<file path="src/rtl/clk_freq_checker.sv">
// Multi-channel clock frequency checker.
// Each channel receives a slow toggle (a counter MSB) from a foreign clock domain.
// Rising edges of the synchronised toggle are counted over a fixed window of CLK
// cycles, and the count is compared against a per-channel [min, max] range.
// Windows run back to back for as long as EN is high and the PLL stays locked.

// Per-channel synchroniser, edge detector, saturating counter and range compare.
module clk_freq_checker_lane #(
  parameter int CNT_W       = 16,
  parameter int SYNC_STAGES = 2
) (
  input  logic             CLK,
  input  logic             RST_N,
  input  logic             tgl,
  input  logic             gate,
  input  logic [CNT_W-1:0] exp_min,
  input  logic [CNT_W-1:0] exp_max,
  output logic [CNT_W-1:0] cnt,
  output logic             in_range
);

  logic [SYNC_STAGES-1:0] sync;
  logic                   tgl_d;
  logic                   rise;

  // Synchroniser chain plus one extra flop for rising-edge detection.
  always_ff @(posedge CLK or negedge RST_N) begin
    if (!RST_N) begin
      sync  <= '0;
      tgl_d <= 1'b0;
    end else begin
      sync  <= {sync[SYNC_STAGES-2:0], tgl};
      tgl_d <= sync[SYNC_STAGES-1];
    end
  end

  assign rise = sync[SYNC_STAGES-1] & ~tgl_d;

  // Count only while gating.  Outside GATE the counter sits at zero, so every
  // window starts from a clean count and edges seen during EVAL are dropped.
  always_ff @(posedge CLK or negedge RST_N) begin
    if (!RST_N)             cnt <= '0;
    else if (!gate)         cnt <= '0;
    else if (rise && (cnt != {CNT_W{1'b1}})) cnt <= cnt + 1'b1;
  end

  // When min > max, no count can satisfy both bounds, so the channel fails.
  assign in_range = (cnt >= exp_min) && (cnt <= exp_max);

endmodule


</file>
<file path="config.mk">
export PLATFORM = sky130hd
export DESIGN_NAME = clk_freq_checker_lane
export DESIGN_NICKNAME = d
export VERILOG_FILES = /design/src/rtl/clk_freq_checker.sv
export SDC_FILE = /design/constraint.sdc
export NUM_CORES = 1
export LEC_CHECK = 0
export BUFFER_PORTS_ARGS = -buffer_cell sky130_fd_sc_hd__buf_2
export CORE_ASPECT_RATIO = 0.5
export CORE_UTILIZATION = 40
export DETAILED_ROUTE_END_ITERATION = 8
export GPL_ROUTABILITY_DRIVEN = 0
export PLACE_DENSITY_LB_ADDON = 0.08
export REMOVE_ABC_BUFFERS = 1
export SLEW_MARGIN = 5
export SYNTH_ARGS = -nofsm -noshare
export SYNTH_HDL_FRONTEND = slang
export SYNTH_SLANG_ARGS = --single-unit
</file>
<file path="constraint.sdc">
create_clock -name CLK -period 3.6 [get_ports CLK]
set_input_delay 0.54 -clock CLK [delete_from_list [all_inputs] [get_ports CLK]]
set_output_delay 0.54 -clock CLK [all_outputs]
set_load 0.05 [all_outputs]
</file>
Word-level counts from Yosys, hierarchy flattened

Cells that the tools add are included.

Register bits: 19
Bits of input ports: 36
Output and inout bits: 17
Word-level logic and storage cells: 14

$add $sub $neg: 1
Magnitude comparators: 2
Equality and inequality tests: 2
Muxes and demuxes: 2
Bitwise operators: 2
Reductions and logical operators: 2

Operator list:

| cell                    | number |
|---|---|
| $mux W16                | 2 |
| $add A16 B1 Y16 const B | 1 |
| $ge A16 B16 Y1          | 1 |
| $le A16 B16 Y1          | 1 |
| $ne A16 B16 Y1 const B  | 1 |
| $logic_and A1 B1 Y1     | 2 |
| $ne A2 B1 Y1 const B    | 1 |
| $and A1 B1 Y1           | 1 |
| $not A1 Y1              | 1 |

Depth between registers and ports, before layout

Word-level depth: 5
Mapped depth: 7
Gate-level depth less buffers: 7

Worst setup path after synthesis

No wires, ideal clock.

Path type: reg-to-output
From: register cnt[0]
To: output port in_range
Arrival: 2.133 ns
Required time: 3.060 ns
Path slack: 0.927 ns
Cell stages (with the launch flop): 8
Path through: dfrtp_1 inv_1 ha_1 nor3b_1 o21ai_0 a21oi_1 nor4_1 o32a_1

Longest elaborated chain between the ends: 2
Elaborated cells on any way between the ends: 3
Those cells by class: order compare (2); reduce/logical (1)

Ends and longest elaborated chain:

| what                                                    | RTL line | RTL |
|---|---|---|
| start: declaration                                      | 18       | `output logic [CNT_W-1:0] cnt,` |
| start signal: assignment                                | 44       | `else if (rise && (cnt != {CNT_W{1'b1}})) cnt <= cnt + 1'b1;` |
| $ge A16 B16 Y1 / $le A16 B16 Y1 (equally long branches) | 48       | `assign in_range = (cnt >= exp_min) && (cnt <= exp_max);` |
| $logic_and A1 B1 Y1 *                                   | 48       |  |
| end: declaration                                        | 19       | `output logic in_range` |

Every way passes the cells marked *; elsewhere a longest branch is shown, timed or not.

Worst setup path in the final report

Ends and elaborated chain as after synthesis.

==> impl_metrics.json <==
{
  "run_status": "finished, final reports clean",
  "multi_input_comb_area_um2": 1190,
  "layout-drive-gt1-share": 0.240,
  "power.leakage_nw": 1.21,
  "cts_hold_repair.buffers": 0,
  "layout.cells.most_common": "buf_2",
  "fmax_ghz": 0.351,
  "synth_async_sr_flop_share": 1.00,
  "slew_violations": 0,
  "via_count_of_the_first_global_routing_pass": 1525,
  "hpwlAfterDp_um": 3360,
  "cell_count_after_synthesis": 210,
  "syn_avg_cell_area_um2": 8.60,
  "grt_antenna_before_repair": 0,
  "cts.path.max_buffers": 2,
  "wl_um": 4190,
  "clock_latency_ns": 0.26,
  "groute.usage.overall": 0.187,
  "ctsResizeCount": 0,
  "pre_cts_ws_ns": 0.877,
  "final-hold-violation-count": 0,
  "routedWlPerCell_um": 13.2,
  "clock_sinks": 19,
  "r2r_cells": 6,
  "worst_setup_ep": "in_range",
  "io-pin-count": 53,
  "die_y_um": 49.5,
  "cp_data_required_time_ns": 3.06,
  "core_area_um2": 4100,
  "cts.reportedPaths.clkPinSlew_ns": 0.07,
  "final_antenna_net_count": 0,
  "number_of_iterations_in_the_first_detailed_routing_pass": 5,
  "netlist_area_um2": 1810,
  "row_cnt": 16,
  "synth_top_flop_cell": "dfrtp_1",
  "power.density_nw_per_um2": 206,
  "timing.final.crit_share": 0.791,
  "crit_arrival_ns": 2.31,
  "setup_ws_ns": 0.753,
  "via_per_instance_ratio": 5.12,
  "headroom_to_the_max_slew_limit": 0.703,
  "dp.cells": 313,
  "fin_setup_tns_ns": 0,
  "num-nets-final": 333,
  "grt_first_pass_wirelength_um": 7070,
  "layout.filler_cells": 418,
  "port_buf_inserts": 52,
  "drc": 0,
  "ir_drop_worst_case_vdd_mv": 0.122,
  "clock_tree_root_buffer_cell": "clkbuf_8",
  "ys_warn_count": 0,
  "min_period_ns": 2.85,
  "dr_total_vias": 1624,
  "timing.final.setup_violations": 0,
  "start_util": 0.440,
  "dr.first_iter.drc_count": 84,
  "type_of_the_worst_setup_path": "register to output pin",
  "startpoint": "cnt[0]",
  "synth_enable_flop_cells": 0,
  "area_growth_pct": 19.6,
  "htreeDepth": 1,
  "antenna_cells": 0,
  "numCtsBuffers": 3,
  "reg2reg_from": "cnt[1]",
  "final_cells": 317,
  "ff_latch_area_um2": 475,
  "synth-seq-area-share": 0.263,
  "tritoncts_clock_tree": "done",
  "final_util": 0.526,
  "worst_hold_path_type": "input pin to asynchronous set/reset pin",
  "maxCapViolations": 0,
  "regToRegSetupSlack_ns": 1.49,
  "fp.dieW_um": 97.0,
  "setup.worst_path.end_class": "output pin",
  "congestion_overflow_gr": 0,
  "start_kind": "register",
  "design.die.area_um2": 4800,
  "yosysUniqueCellTypes": 41,
  "cp_max_fo": 5,
  "grt_setup_unrepaired": "no",
  "reg2reg_to": "cnt[11]",
  "synth.ff_latch_count": 19,
  "fin_worst_skew_ns": 0.00467,
  "layout_common_cells": "buf_2 (52), ha_1 (33), inv_1 (32), nand2_1 (21), dfrtp_1 (19)",
  "worstMarginPinSlew_ns": 0.446,
  "grt_max_degree": 25,
  "post_cts_buffers": 0
}
routing by layer:
layer | share of wire | global-route usage | vias to the layer above
met4 | 0.0065 | 0.0373 | 0
li1 | - | - | 848
met3 | 0.051 | 0.0369 | 5
met2 | 0.40 | 0.283 | 42
met5 | 0 | 0 | -
met1 | 0.55 | 0.276 | 729
cell usage after synthesis, types with 5 or more instances:
| cell type | instances | share of area |
|---|---|---|
| dfrtp_1 | 19 | 0.26 |
| ha_1 | 33 | 0.23 |
| nand4_1 | 6 | 0.021 |
| mux2i_1 | 6 | 0.033 |
| a21oi_1 | 12 | 0.033 |
| nor4_1 | 5 | 0.017 |
| inv_1 | 32 | 0.067 |
| o21ai_0 | 9 | 0.025 |
| nand2b_1 | 7 | 0.024 |
| nand2_1 | 21 | 0.044 |
| and2_1 | 6 | 0.021 |
| nand3_1 | 11 | 0.030 |
logic make-up (layout without fill, tap and decap cells):
kind of cell	count (synthesis)	after routing	synth area share
AND/OR/NAND/NOR	78	78	0.246
adder cells (fa/ha/maj)	33	33	0.229
AO/OA/AOI/OAI	33	33	0.123
flip-flops	19	19	0.263
XOR/XNOR	6	6	0.0291
buffers and inverters	35	88	0.0769
multiplexers	6	6	0.0333
sequential cells by signal, indices dropped and copies added, names as in the netlist:
name,count
cnt,16
sync,2
tgl_d,1
critical path: stages (launching register included):
cell     delay [ns]
dfrtp_1        0.42
inv_1          0.12
ha_1           0.28
nor3b_1        0.18
o21ai_0        0.11
a21oi_1        0.27
nor4_1         0.11
o32a_1         0.35
buf_2          0.21
worst min path at each step:
stage / start / endpoint / slack, ns / cells after the start
after detailed placement: sync[0] / sync[1] / 0.33 / 0
after global placement: sync[0] / sync[1] / 0.34 / 0
after CTS: RST_N / cnt[9] / 0.23 / 1
after global routing: RST_N / cnt[7] / 0.25 / 1
final: RST_N / cnt[9] / 0.22 / 1
after floorplan: RST_N / cnt[0] / 0.24 / 0
layout make-up:
cell class                      count  area share
Multi-Input combinational cell    156       0.552
Tap cell                           54      0.0313
Timing Repair Buffer               52       0.121
Clock buffer                        4      0.0209
Inverter                           32      0.0556
Sequential cell                    19       0.220
per-stage QoR:
stage	instance area [um2]	hold WS (ns)	power, mW
after floorplan	1790	0.244	0.261
after global placement	2110	0.336	0.295
after detailed placement	2110	0.335	0.298
after CTS	2160	0.232	0.453
after global routing	2160	0.247	0.473
final	2160	0.217	0.446
power breakdown:
group	leakage [nW]	total, mW	switching, mW	internal (mW)
Combinational	0.925	0.0739	0.0420	0.0319
Clock	0.0228	0.152	0.0734	0.0788
Sequential	0.258	0.219	0.00299	0.216
Total	1.21	0.446	0.118	0.327
No activity file was read; power rests on OpenSTA's default activity.
